===== src/rtl/fs4_serial_if.sv =====
// Request/response bundle for the bit-serial 4-bit subtractor.
interface fs4_serial_if #(
  parameter int unsigned N = 4
);
  logic         start;
  logic [N-1:0] a;
  logic [N-1:0] b;
  logic         c;
  logic [N-1:0] s;
  logic         co;
  logic         busy;
  logic         done;

  // Requester side: drives operands and start, observes the result.
  modport master (
    output start, a, b, c,
    input  s, co, busy, done
  );

  // Subtractor side.
  modport slave (
    input  start, a, b, c,
    output s, co, busy, done
  );
endinterface


===== src/rtl/fs4_serial.sv =====
// Bit-serial N-bit full subtractor: a - b - c, one bit per clock, LSB first,
// through a single full-subtractor cell. Result and borrow-out are registered
// and announced with a one-cycle done strobe.
module fs4_serial #(
  parameter int unsigned N = 4
) (
  input  logic         clk,
  input  logic         rst,
  fs4_serial_if.slave  bus
);

  localparam int unsigned CW = (N > 1) ? $clog2(N) : 1;
  localparam logic [CW-1:0] LAST_BIT = CW'(N - 1);

  typedef enum logic [1:0] {
    IDLE  = 2'd0,
    SHIFT = 2'd1,
    DONE  = 2'd2
  } state_t;

  state_t        state;
  state_t        state_nxt;
  logic [CW-1:0] cnt;
  logic [N-1:0]  a_sh;
  logic [N-1:0]  b_sh;
  logic [N-1:0]  res;
  logic          br;

  logic          load;
  logic          step;
  logic          last;
  logic          busy_nxt;
  logic          done_nxt;

  logic          a_i;
  logic          b_i;
  logic          d_i;
  logic          br_nxt;
  logic [N-1:0]  res_nxt;

  // Single full-subtractor cell on the bit selected by the counter.
  always_comb begin
    a_i     = a_sh[cnt];
    b_i     = b_sh[cnt];
    d_i     = a_i ^ b_i ^ br;
    br_nxt  = (~a_i & b_i) | (~a_i & br) | (b_i & br);
    res_nxt = {d_i, res[N-1:1]};
  end

  // Next-state and registered-output decode.
  always_comb begin
    state_nxt = state;
    load      = 1'b0;
    step      = 1'b0;
    last      = 1'b0;
    busy_nxt  = 1'b0;
    done_nxt  = 1'b0;
    case (state)
      IDLE: begin
        if (bus.start) begin
          load      = 1'b1;
          busy_nxt  = 1'b1;
          state_nxt = SHIFT;
        end
      end
      SHIFT: begin
        step     = 1'b1;
        busy_nxt = 1'b1;
        if (cnt == LAST_BIT) begin
          last      = 1'b1;
          busy_nxt  = 1'b0;
          done_nxt  = 1'b1;
          state_nxt = DONE;
        end
      end
      DONE: begin
        state_nxt = IDLE;
      end
      default: begin
        state_nxt = IDLE;
      end
    endcase
  end

  // State register with registered busy/done strobes.
  always_ff @(posedge clk or posedge rst) begin
    if (rst) begin
      state    <= IDLE;
      bus.busy <= 1'b0;
      bus.done <= 1'b0;
    end else begin
      state    <= state_nxt;
      bus.busy <= busy_nxt;
      bus.done <= done_nxt;
    end
  end

  // Operand capture, serial shift and result publication on the final bit.
  always_ff @(posedge clk or posedge rst) begin
    if (rst) begin
      cnt    <= '0;
      a_sh   <= '0;
      b_sh   <= '0;
      br     <= 1'b0;
      res    <= '0;
      bus.s  <= '0;
      bus.co <= 1'b0;
    end else if (load) begin
      a_sh <= bus.a;
      b_sh <= bus.b;
      br   <= bus.c;
      cnt  <= '0;
    end else if (step) begin
      res <= res_nxt;
      br  <= br_nxt;
      cnt <= cnt + CW'(1);
      if (last) begin
        bus.s  <= res_nxt;
        bus.co <= br_nxt;
      end
    end
  end

endmodule

===== src/flat_wrapper.sv =====
// flat-port wrapper written by rule: the top's interface ports become plain ports
module fs4_serial_flat 
#(
  parameter int unsigned N = 4
)
  (clk, rst, bus_start, bus_a, bus_b, bus_c, bus_s, bus_co, bus_busy, bus_done);
  fs4_serial_if #(.N(N)) bus_i ();
  input  logic clk;
  input  logic rst;
  input wire logic [$bits(bus_i.start)-1:0] bus_start;
  input wire logic [$bits(bus_i.a)-1:0] bus_a;
  input wire logic [$bits(bus_i.b)-1:0] bus_b;
  input wire logic [$bits(bus_i.c)-1:0] bus_c;
  output wire logic [$bits(bus_i.s)-1:0] bus_s;
  output wire logic [$bits(bus_i.co)-1:0] bus_co;
  output wire logic [$bits(bus_i.busy)-1:0] bus_busy;
  output wire logic [$bits(bus_i.done)-1:0] bus_done;
  assign bus_i.start = bus_start;
  assign bus_i.a = bus_a;
  assign bus_i.b = bus_b;
  assign bus_i.c = bus_c;
  assign bus_s = bus_i.s;
  assign bus_co = bus_i.co;
  assign bus_busy = bus_i.busy;
  assign bus_done = bus_i.done;
  fs4_serial #(.N(N)) u_core (.clk(clk), .rst(rst), .bus(bus_i));
endmodule

===== config.mk =====
export PLATFORM = sky130hd
export DESIGN_NAME = fs4_serial_flat
export DESIGN_NICKNAME = d
export VERILOG_FILES = /design/src/rtl/fs4_serial_if.sv /design/src/rtl/fs4_serial.sv /design/src/flat_wrapper.sv
export SDC_FILE = /design/constraint.sdc
export NUM_CORES = 1
export LEC_CHECK = 0
export ABC_AREA = 1
export BUFFER_PORTS_ARGS = -buffer_cell sky130_fd_sc_hd__buf_2
export CORE_ASPECT_RATIO = 1.5
export CORE_UTILIZATION = 45
export DETAILED_ROUTE_END_ITERATION = 10
export GPL_TIMING_DRIVEN = 0
export MAX_ROUTING_LAYER = met4
export PLACE_DENSITY = 0.67
export REMOVE_ABC_BUFFERS = 1
export SLEW_MARGIN = 10
export SYNTH_ARGS = -nofsm -noshare
export SYNTH_HDL_FRONTEND = slang
export SYNTH_SLANG_ARGS = --single-unit

===== constraint.sdc =====
create_clock -name clk -period 2.04 [get_ports clk]
set_input_delay 0.408 -clock clk [delete_from_list [all_inputs] [get_ports clk]]
set_output_delay 0.408 -clock clk [all_outputs]
set_load 0.03 [all_outputs]

==> Implementation_results.wiki, run 1 <==
{| class="wikitable"
! Metric !! Value
|-
| Final standard cell count with taps included and fillers excluded || 155
|-
| Number of gates resized after cts || 0
|-
| Result of the run || complete, no violations
|-
| Count of input and output buffers || 18
|-
| Seq/Total Area, Yosys || 0.569
|-
| Hold buffer count at cts || 0
|-
| Number of top-level pins || 19
|-
| Largest net degree at the start of global routing || 24
|-
| Final setup violation count || 0
|-
| Reported leakage power || 0.639 nW
|-
| Final Cell Area || 0.00115 mm2
|-
| Classification of the worst setup path || flop to flop
|-
| Internal power of the cells || 0.00103 W
|-
| Area occupied by registers || 576 um2
|-
| HP Class || input pin to async pin
|-
| Clock insertion delay at the later pin of the skew report || 0.31 ns
|-
| Placed instance count || 151
|-
| Max-slew violations || 0
|-
| Fmax || 618 MHz
|-
| Pwr per Cell Area || 1620 mW/mm2
|-
| Setup TNS after final layout || 0 ns
|-
| Average instance area after synthesis || 8.96 um2
|-
| Vias in the first global route || 768
|-
| Crit path required time || 2.26 ns
|-
| Most Frequent Cell on Critical Path || nand2_1
|-
| Initial DRT Pass Iterations || 4
|-
| Drc violations || 0
|-
| Placed cell areas || 0.00112 mm2
|-
| Effective utilization at floorplan || 0.487
|-
| Total number of H-tree levels || 1
|-
| Placeable core area || 0.00208 mm2
|-
| Global routing usage summed across all routing layers || 0.185
|-
| Worst reg2reg path depth || 9
|-
| Cell area after synthesis || 0.00101 mm2
|-
| CTS tree || yes
|-
| Worst-path maximum fanout || 9
|-
| Max-Slew Margin vs Limit || 0.442
|-
| Arrival time of the worst setup path || 1.83 ns
|-
| Clock slew at reported path FFs || 0.12 ns
|-
| Total Die Area || 0.00245 mm2
|-
| Cells along the critical path || inv_1 -> nand2_1 -> nand2_1 -> nand2_1 -> nand2_1 -> fa_1 -> inv_1 -> nand2_1 -> nand2_1
|-
| Number of buffers inserted during clock tree synthesis || 3
|-
| Clock root cell || clkbuf_4
|-
| Max Root-Sink Buffers || 2
|-
| Syn-to-layout area delta || 13.3%
|-
| Share of total power in the clock network || 0.111
|-
| VDD IR max || 0.653 mV
|-
| Max stage delay cell, worst path || fa_1
|-
| Setup Skew || 0.00328 ns
|-
| Number of vias after detailed routing || 768
|-
| Hpwl dp || 1250 um
|-
| Grt ovf || 0
|-
| Unrepaired setup endpoints after global routing || no
|-
| Period utilisation layout || 0.793
|-
| Wirelength, routed || 1650 um
|-
| Number of sinks driven by the clock tree || 23
|-
| First-pass GRT wire length || 2980 um
|-
| Number of violations of the max-capacitance limit || 0
|-
| Wirelength per Cell || 10.7 um
|-
| Startpoint type of the worst setup path || flop
|-
| Die width || 40.7 um
|-
| Count of synthesis-stage warnings from yosys || 0
|-
| Switching pwr || 0.000829 W
|-
| Net count reported at finish || 148
|-
| ANT nets after route || 0
|-
| Antenna diode instance count || 0
|-
| Post-route core utilization || 0.552
|-
| Clock period minus worst slack || 1.62 ns
|-
| Routability cong. || 0.852
|-
| Proportion of power drawn by combinational gates || 0.453
|-
| Share of final-layout standard cells stronger than drive strength 1 || 0.218
|-
| Number of fill cells in the layout || 192
|-
| Power consumption || 0.00186 W
|-
| Count of distinct cell types in the synthesized netlist || 18
|-
| R2R Setup Slk || 0.42 ns
|-
| Synthesized flop and latch total || 23
|-
| Final hold violation count || 0
|-
| Row cnt || 20
|-
| Slowest Stage Delay on Critical Path || 0.52 ns
|-
| Number of antenna violations at the first check in global routing || 0
|-
| Footprint of the multi-input gates || 390 um2
|-
| Die Height || 60.1 um
|-
| Fraction of power spent switching nets || 0.446
|-
| Relative contribution of sequential cells to total power || 0.437
|-
| Transition time of the tightest slew-check pin || 0.836 ns
|-
| Iteration-0 DRC count of the detailed router || 23
|-
| Number of buffers inserted by post-CTS setup repair || 0
|-
| Critical Path Sink Type || flop
|-
| Synth Instances || 113
|-
| Number of vias per cell || 4.95
|}
-- sequential cells by signal (all words and copies together), names as in the netlist, 2 cells and up --
signal / count
u_core.cnt: 2
u_core.state: 2
u_core.bus.s: 4
u_core.a_sh: 4
u_core.res: 3
u_core.b_sh: 4
-- cell families (layout without fill, tap and decap cells) --
logic type               after synthesis  after routing  synth area share
buffers and inverters                 11             31            0.0457
AO/OA/AOI/OAI                          8              8            0.0420
adder cells (fa/ha/maj)                2              2            0.0321
flip-flops                            23             23             0.569
AND/OR/NAND/NOR                       69             69             0.311
-- worst paths after layout --
check | start | end
worst max register to register | u_core.cnt[0]$_DFFE_PP0P_ | u_core.bus.s[3]$_DFFE_PP0P_
max in group asynchronous | rst | u_core.cnt[0]$_DFFE_PP0P_
worst min register to register | u_core.bus.s[1]$_DFFE_PP0P_ | u_core.bus.s[1]$_DFFE_PP0P_
min in group clk | bus_b[2] | u_core.b_sh[2]$_DFFE_PP0P_
worst max-delay path | u_core.cnt[0]$_DFFE_PP0P_ | u_core.bus.s[3]$_DFFE_PP0P_
worst min-delay path | rst | u_core.cnt[1]$_DFFE_PP0P_
-- per-layer routing --
metal  part of all wire  track usage
met1               0.41        0.188
met5                  0            -
met4              0.016        0.100
met3              0.028       0.0223
met2               0.55        0.322
-- worst max-delay path, delay by kind of cell, from the launching register on --
family | cells | cell delay (ns)
adders and majority gates | 1 | 0.52
DFF | 1 | 0.51
and+or+nand+nor | 6 | 0.33
buffers and inverters | 2 | 0.16
-- power groups by stage --
stage | sequential [W] | combinational, W | clock [W]
3_3_place_gp | 0.000815 | 0.000840 | 0
5_1_grt | 0.000847 | 0.000986 | 0.000231
4_1_cts | 0.000813 | 0.000860 | 0.000214
3_5_place_dp | 0.000823 | 0.000858 | 0
6_report | 0.000811 | 0.000842 | 0.000205
2_1_floorplan | 0.000923 | 0.000546 | 0
-- metrics by stage --
step | hold slack [ns] | setup WS, ns
finish | 0.247 | 0.423
global route | 0.319 | 0.250
CTS | 0.276 | 0.430
detailed placement | 0.453 | 0.442
global placement | 0.450 | 0.441
floorplan | 0.410 | 0.557
-- Yosys cell counts --
cell	instances	share of area
nand2_1	51	0.19
o21ai_1	1	0.0049
clkbuf_2	1	0.0049
nand2_4	2	0.022
buf_2	1	0.0049
nand2_2	1	0.0062
inv_4	1	0.0062
ha_1	1	0.012
o21ai_0	6	0.030
inv_2	1	0.0037
nand3_1	12	0.059
dfrtp_1	23	0.57
nor2_4	1	0.011
o211ai_1	1	0.0074
inv_1	7	0.026
nor2_1	1	0.0037
nor2_8	1	0.020
fa_1	1	0.020
-- cells in the final DEF (no fill, tap or decap), drive strengths merged --
cell type	n
buf	18
clkbuf	3
clkinv	1
dfrtp	23
fa	1
ha	1
inv	9
nand2	54
nand3	12
nor2	3
o211ai	1
o21ai	7
-- layout make-up --
type,instances,area share
flip-flops and latches,23,0.502
multi-input cells,79,0.340
clock inverters,1,0.00436
repair buffers,18,0.0785
well taps,22,0.0240
inverters,9,0.0316
clock buffers,3,0.0196
Power figures use the tool's default switching activity.
==> inputs of run 2 (changes only) <==
--- a/config.mk
+++ b/config.mk
@@ -5,14 +5,14 @@
 export SDC_FILE = /design/constraint.sdc
 export NUM_CORES = 1
 export LEC_CHECK = 0
-export ABC_AREA = 1
+export ABC_AREA = 0
 export BUFFER_PORTS_ARGS = -buffer_cell sky130_fd_sc_hd__buf_2
 export CORE_ASPECT_RATIO = 1.5
 export CORE_UTILIZATION = 45
 export DETAILED_ROUTE_END_ITERATION = 10
 export GPL_TIMING_DRIVEN = 0
 export MAX_ROUTING_LAYER = met4
-export PLACE_DENSITY = 0.67
+export PLACE_DENSITY = 0.7
 export REMOVE_ABC_BUFFERS = 1
 export SLEW_MARGIN = 10
 export SYNTH_ARGS = -nofsm -noshare
==> constraint.sdc (replaced) <==
create_clock -name clk -period 1.4 [get_ports clk]
set_input_delay 0.28 -clock clk [delete_from_list [all_inputs] [get_ports clk]]
set_output_delay 0.28 -clock clk [all_outputs]
set_load 0.03 [all_outputs]
==> run 2 against run 1 <==
  * The run now ends with setup timing left
  * Worst hold slack got worse by 0.14 ns
  * First-iteration DRC count fell by 96%
  * Global-route usage fell by 0.96 points
  * Area after synthesis down 4.3%
  * Sequential share of layout area down 0.54 points
  * Critical path type unchanged
  * Largest cell class unchanged
  * Highest routed layer unchanged
==> Implementation_results.wiki, run 2 <==
{| class="wikitable"
! Metric !! Value
|-
| Result of the run || complete, but fails checks
|-
| Failing checks || setup timing
|-
| Number of vias after detailed routing || 566 (-26%)
|-
| Setup Skew || 0.00592 ns (+0.00265 ns)
|-
| Iteration-0 DRC count of the detailed router || 1 (-96%)
|-
| Top cells by instance count after synthesis || dfrtp_1 (23), mux2_2 (15), inv_1 (8)
|-
| Critical Path Sink Type || flop
|-
| Synthesized flop and latch total || 23 (unchanged)
|-
| Classification of the worst setup path || flop to flop
|-
| Vias in the first global route || 628 (-18%)
|-
| Placeable core area || 0.00203 mm2 (-2.4%)
|-
| Count of input and output buffers || 18 (unchanged)
|-
| Library cell with the largest summed area after synthesis || dfrtp_1
|-
| Final hold violation count || 0 (unchanged)
|-
| Relative contribution of sequential cells to total power || 0.419 (-0.018)
|-
| CTS tree || yes
|-
| Slowest Stage Delay on Critical Path || 0.56 ns (+0.04 ns)
|-
| Number of antenna violations at the first check in global routing || 0 (unchanged)
|-
| Timing startpoint of the critical path || u_core.cnt[0]$_DFFE_PP0P_
|-
| Unrepaired setup endpoints after global routing || yes
|-
| Wirelength per Cell || 14.2 um (+33%)
|-
| Largest registers ranked by flip-flop count || u_core.a_sh x4, u_core.b_sh x4, u_core.bus.s x4
|-
| Total number of H-tree levels || 1 (unchanged)
|-
| Final standard cell count with taps included and fillers excluded || 107 (-31%)
|-
| Die width || 39.9 um (-2.1%)
|-
| Number of buffers inserted during clock tree synthesis || 3 (unchanged)
|-
| Final Cell Area || 0.00116 mm2 (+1.5%)
|-
| Combinational family with the most area after synthesis || multiplexers
|-
| HP Class || input pin to async pin
|-
| Number of sinks driven by the clock tree || 23 (unchanged)
|-
| Number of vias per cell || 5.29 (+6.8%)
|-
| Multiplexer share of the synthesized area || 0.242 (+0.242)
|-
| ANT nets after route || 0 (unchanged)
|-
| Fmax || 582 MHz (-5.8%)
|-
| Max-Slew Margin vs Limit || 0.454 (+0.0119)
|-
| Transition time of the tightest slew-check pin || 0.819 ns (-0.0178 ns)
|-
| VDD IR max || 1.09 mV (+67%)
|-
| Fraction of synthesis flops using an asynchronous set or reset pin || 1.00 (unchanged)
|-
| Final setup slack of the worst path || -0.317 ns (-0.740 ns)
|-
| Share of final-layout standard cells stronger than drive strength 1 || 0.588 (+0.370)
|-
| Effective utilization at floorplan || 0.478 (-0.00957)
|-
| Largest net degree at the start of global routing || 24 (unchanged)
|-
| Crit path required time || 1.60 ns (-0.66 ns)
|-
| Reported leakage power || 0.566 nW (-11%)
|-
| Average instance area after synthesis || 15.4 um2 (+72%)
|-
| Post-Synth Simple-Gate Area || 0.0465 (-0.265)
|-
| Pwr per Cell Area || 2550 mW/mm2 (+57%)
|-
| Count of synthesis-stage warnings from yosys || 0 (unchanged)
|-
| Routability cong. || 0.790 (-7.3%)
|-
| Clock period minus worst slack || 1.72 ns (+0.100 ns)
|-
| Global-route track usage on met1 || 0.184 (-0.00401)
|-
| Power consumption || 0.00297 W (+60%)
|-
| Wirelength, routed || 1520 um (-8.1%)
|-
| Max Root-Sink Buffers || 2 (unchanged)
|-
| Synth Instances || 63 (-44%)
|-
| Most common cell after layout, fill and taps aside || dfrtp_1
|-
| Number of top-level pins || 19 (unchanged)
|-
| Switching pwr || 0.00110 W (+32%)
|-
| Placed instance count || 101 (-33%)
|-
| Drc violations || 0 (unchanged)
|-
| Synth top area share || 0.594 (+0.0257)
|-
| Final setup violation count || 4 (+4)
|-
| Number of violations of the max-capacitance limit || 0 (unchanged)
|-
| RR Endpoint || u_core.res[3]$_DFFE_PP0P_
|-
| Startpoint of the worst-slack reg-to-reg timing path || u_core.cnt[0]$_DFFE_PP0P_
|-
| Net count reported at finish || 100 (-32%)
|-
| Most frequent cell after synthesis || dfrtp_1
|-
| Largest cells by area after synthesis || dfrtp_1 (59%), mux2_2 (17%), mux4_2 (4.7%)
|-
| R2R Setup Slk || -0.32 ns (-0.74 ns)
|-
| Initial DRT Pass Iterations || 3 (-1)
|-
| Internal power of the cells || 0.00187 W (+82%)
|-
| Commonest cells after routing, fill and taps aside || dfrtp_1 (21), buf_2 (18), mux2_2 (15), inv_1 (7), clkbuf_4 (3)
|-
| Count of distinct cell types in the synthesized netlist || 17 (-1)
|-
| Placed cell areas || 0.00107 mm2 (-4.5%)
|-
| Startpoint type of the worst setup path || flop
|-
| Share of the synthesized netlist area taken by xor and xnor gates || 0 (unchanged)
|-
| Adder-Cell Fraction of Synth Area || 0.0336 (+0.00145)
|-
| Worst-path maximum fanout || 3 (-6)
|-
| Grt ovf || 0 (unchanged)
|-
| Max stage delay cell, worst path || fa_2
|-
| Arrival time of the worst setup path || 1.92 ns (+0.09 ns)
|-
| Antenna diode instance count || 0 (unchanged)
|-
| Commonest register cell after synthesis || dfrtp_1
|-
| Global routing usage summed across all routing layers || 0.175 (-0.00955)
|-
| Total Die Area || 0.00235 mm2 (-4.2%)
|-
| Fraction of power spent switching nets || 0.369 (-0.0770)
|-
| Count of flip-flops with a built-in enable after synthesis || 0 (unchanged)
|-
| Clock slew at reported path FFs || 0.12 ns (about the same)
|-
| Syn-to-layout area delta || 20.3%
|-
| Seq/Total Area, Yosys || 0.594 (+0.0257)
|-
| Gr busiest metal || met2
|-
| Row cnt || 20 (unchanged)
|-
| Cell area after synthesis || 968 um2 (-4.3%)
|-
| Clock insertion delay at the later pin of the skew report || 0.31 ns (about the same)
|-
| Synth Area in Compound Gates || 0.0362 (-0.00585)
|-
| Met3 usage || 0.0340 (+0.0117)
|-
| Die Height || 58.8 um (-2.1%)
|-
| Cells along the critical path || mux4_2 -> fa_2 -> mux2i_1
|-
| Met2 Use GR || 0.302 (-0.0202)
|-
| Clock root cell || clkbuf_4
|-
| Max-slew violations || 0 (unchanged)
|-
| Period utilisation layout || 1.23 (+0.434)
|-
| Worst reg2reg path depth || 3 (-6)
|-
| Number of fill cells in the layout || 173 (-9.9%)
|-
| Proportion of power drawn by combinational gates || 0.479 (+0.026)
|-
| First-pass GRT wire length || 2660 um (-11%)
|-
| Share of total power in the clock network || 0.102 (-0.009)
|-
| Crit path to || u_core.res[3]$_DFFE_PP0P_
|}
-- run 2: cell count changes after synthesis, moves of 2 or more --
cell | previous run | this run
a21oi_1 | 0 | 2
mux2_2 | 0 | 15
mux2i_1 | 0 | 2
mux4_2 | 0 | 2
nand2_1 | 51 | 0
nand2_4 | 2 | 0
nand3_1 | 12 | 0
o21ai_0 | 6 | 0
-- run 2: layout make-up --
class | count | area, um2 | area share
Sequential cell | 23 | 578 | 0.496
Multi-Input combinational cell | 30 | 384 | 0.330
Timing Repair Buffer | 20 | 118 | 0.101
Inverter | 8 | 30.0 | 0.0258
Tap cell | 22 | 27.5 | 0.0236
Clock buffer | 3 | 22.5 | 0.0193
Clock inverter | 1 | 5.00 | 0.00430
-- run 2: per-stage QoR --
stage	setup WS [ns]	hold WS (ns)	TNS, ns	utilization
global route	-0.382	0.180	-1.42	0.575
global placement	-0.400	0.483	-1.46	0.528
floorplan	-0.319	0.282	-1.01	-
finish	-0.317	0.107	-1.15	0.575
detailed placement	-0.394	0.488	-1.69	0.528
CTS	-0.333	0.156	-1.52	0.557
-- run 2: repair_timing --
action / 4_1_cts / 5_1_grt
buffers inserted: 2 / 0
hold buffers: 0 / 0
endpoints found under the setup margin: 14 / 10
pin swaps: 0 / 0
hold endpoints to repair: 0 / 0
resized for setup: 2 / 8
-- run 2: worst max-delay path: cells and delay by family, from the launching register on --
family,cells,cell delay (ns)
mux,2,0.61
flops,1,0.44
fa+ha+maj,1,0.56
-- run 2: per-layer routing --
metal | routed length (um) | part of all wire
met2 | 854 | 0.56
met4 | 33 | 0.022
met5 | 0 | 0
met1 | 583 | 0.38
met3 | 46 | 0.030
-- run 2: kinds of logic after synthesis --
| kind of cell | count (synthesis) |
|---|---|
| AOI/OAI and AO/OA | 5 |
| and+or+nand+nor | 4 |
| adders and majority gates | 2 |
| buffers and inverters | 10 |
| DFF | 23 |
| muxes | 19 |
-- run 2: worst min path at each step --
stage / startpoint / end / cells after the start
6_report: rst / u_core.b_sh[2]$_DFFE_PP0P_ / 2
3_3_place_gp: u_core.bus.s[2]$_DFFE_PP0P_ / u_core.bus.s[2]$_DFFE_PP0P_ / 1
4_1_cts: rst / u_core.bus.s[2]$_DFFE_PP0P_ / 2
3_5_place_dp: u_core.bus.s[0]$_DFFE_PP0P_ / u_core.bus.s[0]$_DFFE_PP0P_ / 1
5_1_grt: bus_b[2] / u_core.b_sh[2]$_DFFE_PP0P_ / 2
2_1_floorplan: rst / u_core.a_sh[0]$_DFFE_PP0P_ / 1
-- run 2: power by group through the flow --
stage	sequential (W)	combinational, W	clock [W]
after floorplan	0.00139	0.000803	0
after global placement	0.00123	0.00121	0
after detailed placement	0.00125	0.00127	0
after CTS	0.00123	0.00135	0.000318
after global routing	0.00131	0.00158	0.000337
final	0.00124	0.00142	0.000302
==> inputs of run 3 (changes only) <==
--- a/config.mk
+++ b/config.mk
@@ -12,7 +12,7 @@
 export DETAILED_ROUTE_END_ITERATION = 10
 export GPL_TIMING_DRIVEN = 0
 export MAX_ROUTING_LAYER = met4
-export PLACE_DENSITY = 0.7
+export PLACE_DENSITY = 0.68
 export REMOVE_ABC_BUFFERS = 1
 export SLEW_MARGIN = 10
 export SYNTH_ARGS = -nofsm -noshare
==> run 3 against run 2 <==
  * The run still ends with setup timing left
  * Global-route usage shrank 1.9 points
  * First-iteration DRC count rose to 3.0 times the previous value
  * Non-clock buffer count shrank 1
  * Combinational power down 8%
  * Clock skew fell by 0.0046 ns
==> Implementation_results.wiki, run 3 (synthesis gave the netlist of run 2 again) <==
{| class="wikitable"
! Metric !! Value
|-
| Critical Path Sink Type || flop
|-
| Max Root-Sink Buffers || 2 (unchanged)
|-
| Antenna diode instance count || 0 (unchanged)
|-
| ANT nets after route || 0 (unchanged)
|-
| Startpoint of the worst-slack reg-to-reg timing path || u_core.cnt[0]$_DFFE_PP0P_
|-
| Total number of H-tree levels || 1 (unchanged)
|-
| Commonest cells after routing, fill and taps aside || dfrtp_1 (22), buf_2 (18), mux2_2 (15), inv_1 (7), clkbuf_4 (3)
|-
| Final Cell Area || 0.00113 mm2 (-3.2%)
|-
| Relative contribution of sequential cells to total power || 0.434 (+0.015)
|-
| Drc violations || 0 (unchanged)
|-
| Number of violations of the max-capacitance limit || 0 (unchanged)
|-
| Final setup violation count || 4 (unchanged)
|-
| Wirelength per Cell || 13.2 um (-6.7%)
|-
| Result of the run || complete, but fails checks
|-
| Final hold violation count || 0 (unchanged)
|-
| Fraction of power spent switching nets || 0.363 (-0.00572)
|-
| Clock root cell || clkbuf_4
|-
| Number of buffers inserted during clock tree synthesis || 3 (unchanged)
|-
| Reported leakage power || 0.548 nW (-3.1%)
|-
| Clock slew at reported path FFs || 0.12 ns (about the same)
|-
| Row cnt || 20 (unchanged)
|-
| Number of vias after detailed routing || 544 (-3.9%)
|-
| Effective utilization at floorplan || 0.478 (unchanged)
|-
| Net count reported at finish || 99 (-1.0%)
|-
| Hpwl dp || 1100 um
|-
| Initial DRT Pass Iterations || 3 (unchanged)
|-
| Clock period minus worst slack || 1.69 ns (-0.0316 ns)
|-
| Number of antenna violations at the first check in global routing || 0 (unchanged)
|-
| Largest net degree at the start of global routing || 24 (unchanged)
|-
| Placed cell areas || 0.00107 mm2 (unchanged)
|-
| Syn-to-layout area delta || 16.4%
|-
| Failing checks || setup timing
|-
| Placeable core area || 0.00203 mm2 (unchanged)
|-
| Iteration-0 DRC count of the detailed router || 3 (+2)
|-
| Share of final-layout standard cells stronger than drive strength 1 || 0.536 (-0.0525)
|-
| Die width || 39.9 um (unchanged)
|-
| CTS tree || yes
|-
| Routability cong. || 0.746 (-5.5%)
|-
| Number of vias per cell || 5.13 (-3.0%)
|-
| Worst reg2reg path depth || 3 (unchanged)
|-
| Crit path required time || 1.60 ns (about the same)
|-
| Wirelength, routed || 1400 um (-7.6%)
|-
| Switching pwr || 0.00103 W (-5.8%)
|-
| Grt ovf || 0 (unchanged)
|-
| First-pass GRT wire length || 2460 um (-7.8%)
|-
| Arrival time of the worst setup path || 1.89 ns (-0.03 ns)
|-
| Startpoint type of the worst setup path || flop
|-
| Final setup slack of the worst path || -0.286 ns (+0.0316 ns)
|-
| Unrepaired setup endpoints after global routing || yes
|-
| Largest registers ranked by flip-flop count || u_core.a_sh x4, u_core.b_sh x4, u_core.bus.s x4
|-
| Internal power of the cells || 0.00181 W (-3.5%)
|-
| Most common cell after layout, fill and taps aside || dfrtp_1
|-
| Number of top-level pins || 19 (unchanged)
|-
| Period utilisation layout || 1.20 (-0.0226)
|-
| RR Endpoint || u_core.bus.s[3]$_DFFE_PP0P_
|-
| Vias in the first global route || 569 (-9.4%)
|-
| Worst-path maximum fanout || 4 (+1)
|-
| Proportion of power drawn by combinational gates || 0.460 (-0.019)
|-
| Max-Slew Margin vs Limit || 0.450 (-0.00366)
|-
| Die Height || 58.8 um (unchanged)
|-
| Transition time of the tightest slew-check pin || 0.824 ns (+0.00548 ns)
|-
| Number of sinks driven by the clock tree || 23 (unchanged)
|-
| Classification of the worst setup path || flop to flop
|-
| Setup TNS after final layout || -1.08 ns (+0.0742 ns)
|-
| Pwr per Cell Area || 2520 mW/mm2 (-1.2%)
|-
| Number of fill cells in the layout || 166 (-4.0%)
|-
| Post-route core utilization || 0.556 (-0.0185)
|-
| Clock insertion delay at the later pin of the skew report || 0.31 ns (about the same)
|-
| HP Class || input pin to async pin
|-
| Max-slew violations || 0 (unchanged)
|-
| VDD IR max || 1.21 mV (+11%)
|-
| Total Die Area || 0.00235 mm2 (unchanged)
|-
| R2R Setup Slk || -0.29 ns (+0.03 ns)
|-
| Setup Skew || 0.00136 ns (-0.00457 ns)
|-
| Global routing usage summed across all routing layers || 0.156 (-0.0193)
|-
| Fmax || 593 MHz (+1.9%)
|-
| Share of total power in the clock network || 0.106 (+0.004)
|-
| Count of input and output buffers || 18 (unchanged)
|}
-- run 3: changes by cell type in the layout (fill, tap and decap cells not counted), sizes merged --
cell | before | now
buf | 20 | 19
clkbuf | 3 | 4
clkinv | 1 | 0
-- run 3: worst max-delay path by stage --
| stage | to | depth (start not counted) | from | slack [ns] |
|---|---|---|---|---|
| floorplan | u_core.bus.co$_DFFE_PP0P_ | 3 | u_core.cnt[0]$_DFFE_PP0P_ | -0.32 |
| global placement | u_core.bus.co$_DFFE_PP0P_ | 3 | u_core.cnt[0]$_DFFE_PP0P_ | -0.40 |
| detailed placement | u_core.bus.co$_DFFE_PP0P_ | 3 | u_core.cnt[0]$_DFFE_PP0P_ | -0.41 |
| CTS | u_core.res[3]$_DFFE_PP0P_ | 3 | u_core.cnt[0]$_DFFE_PP0P_ | -0.30 |
| global route | u_core.res[3]$_DFFE_PP0P_ | 3 | u_core.cnt[0]$_DFFE_PP0P_ | -0.34 |
| finish | u_core.bus.s[3]$_DFFE_PP0P_ | 3 | u_core.cnt[0]$_DFFE_PP0P_ | -0.29 |
-- run 3: critical path, stage by stage (launching register included) --
cell,delay (ns)
dfrtp_2,0.44
mux4_2,0.53
fa_2,0.55
mux2i_1,0.07
-- run 3: metal layers --
layer | part of all wire | track usage | vias to the layer above | routed length [um]
met5 | 0 | - | - | 0
met2 | 0.56 | 0.256 | 12 | 781
met4 | 0.015 | 0.0591 | 0 | 21
li1 | - | - | 260 | -
met1 | 0.40 | 0.187 | 270 | 562
met3 | 0.026 | 0.0226 | 2 | 36
-- run 3: layout make-up --
type	instances	area, um2	area share
Sequential cell	23	577	0.512
Multi-Input combinational cell	30	357	0.316
Timing Repair Buffer	19	110	0.0977
Inverter	8	30.0	0.0266
Tap cell	22	27.5	0.0244
Clock buffer	4	26.3	0.0233
-- run 3: timing repair --
item                                    CTS  global route
hold buffers                              0             0
endpoints found under the setup margin   17             9
buffers inserted                          1             0
pin swaps                                 2             0
cloned                                    0             0
resized for setup                         4             1
-- run 3: through the flow --
stage / setup WS, ns / std cells / power (W) / hold slack (ns)
finish: -0.286 / 106 / 0.00284 / 0.111
CTS: -0.296 / 106 / 0.00287 / 0.154
detailed placement: -0.410 / 101 / 0.00252 / 0.490
global placement: -0.396 / 101 / 0.00244 / 0.482
floorplan: -0.319 / 61 / 0.00219 / 0.282
global route: -0.339 / 106 / 0.00307 / 0.179
-- run 3: power groups by stage --
stage / combinational, W / sequential, W / clock (W)
floorplan: 0.000803 / 0.00139 / 0
global placement: 0.00122 / 0.00123 / 0
detailed placement: 0.00127 / 0.00125 / 0
CTS: 0.00133 / 0.00124 / 0.000303
global route: 0.00146 / 0.00129 / 0.000327
finish: 0.00131 / 0.00123 / 0.000301
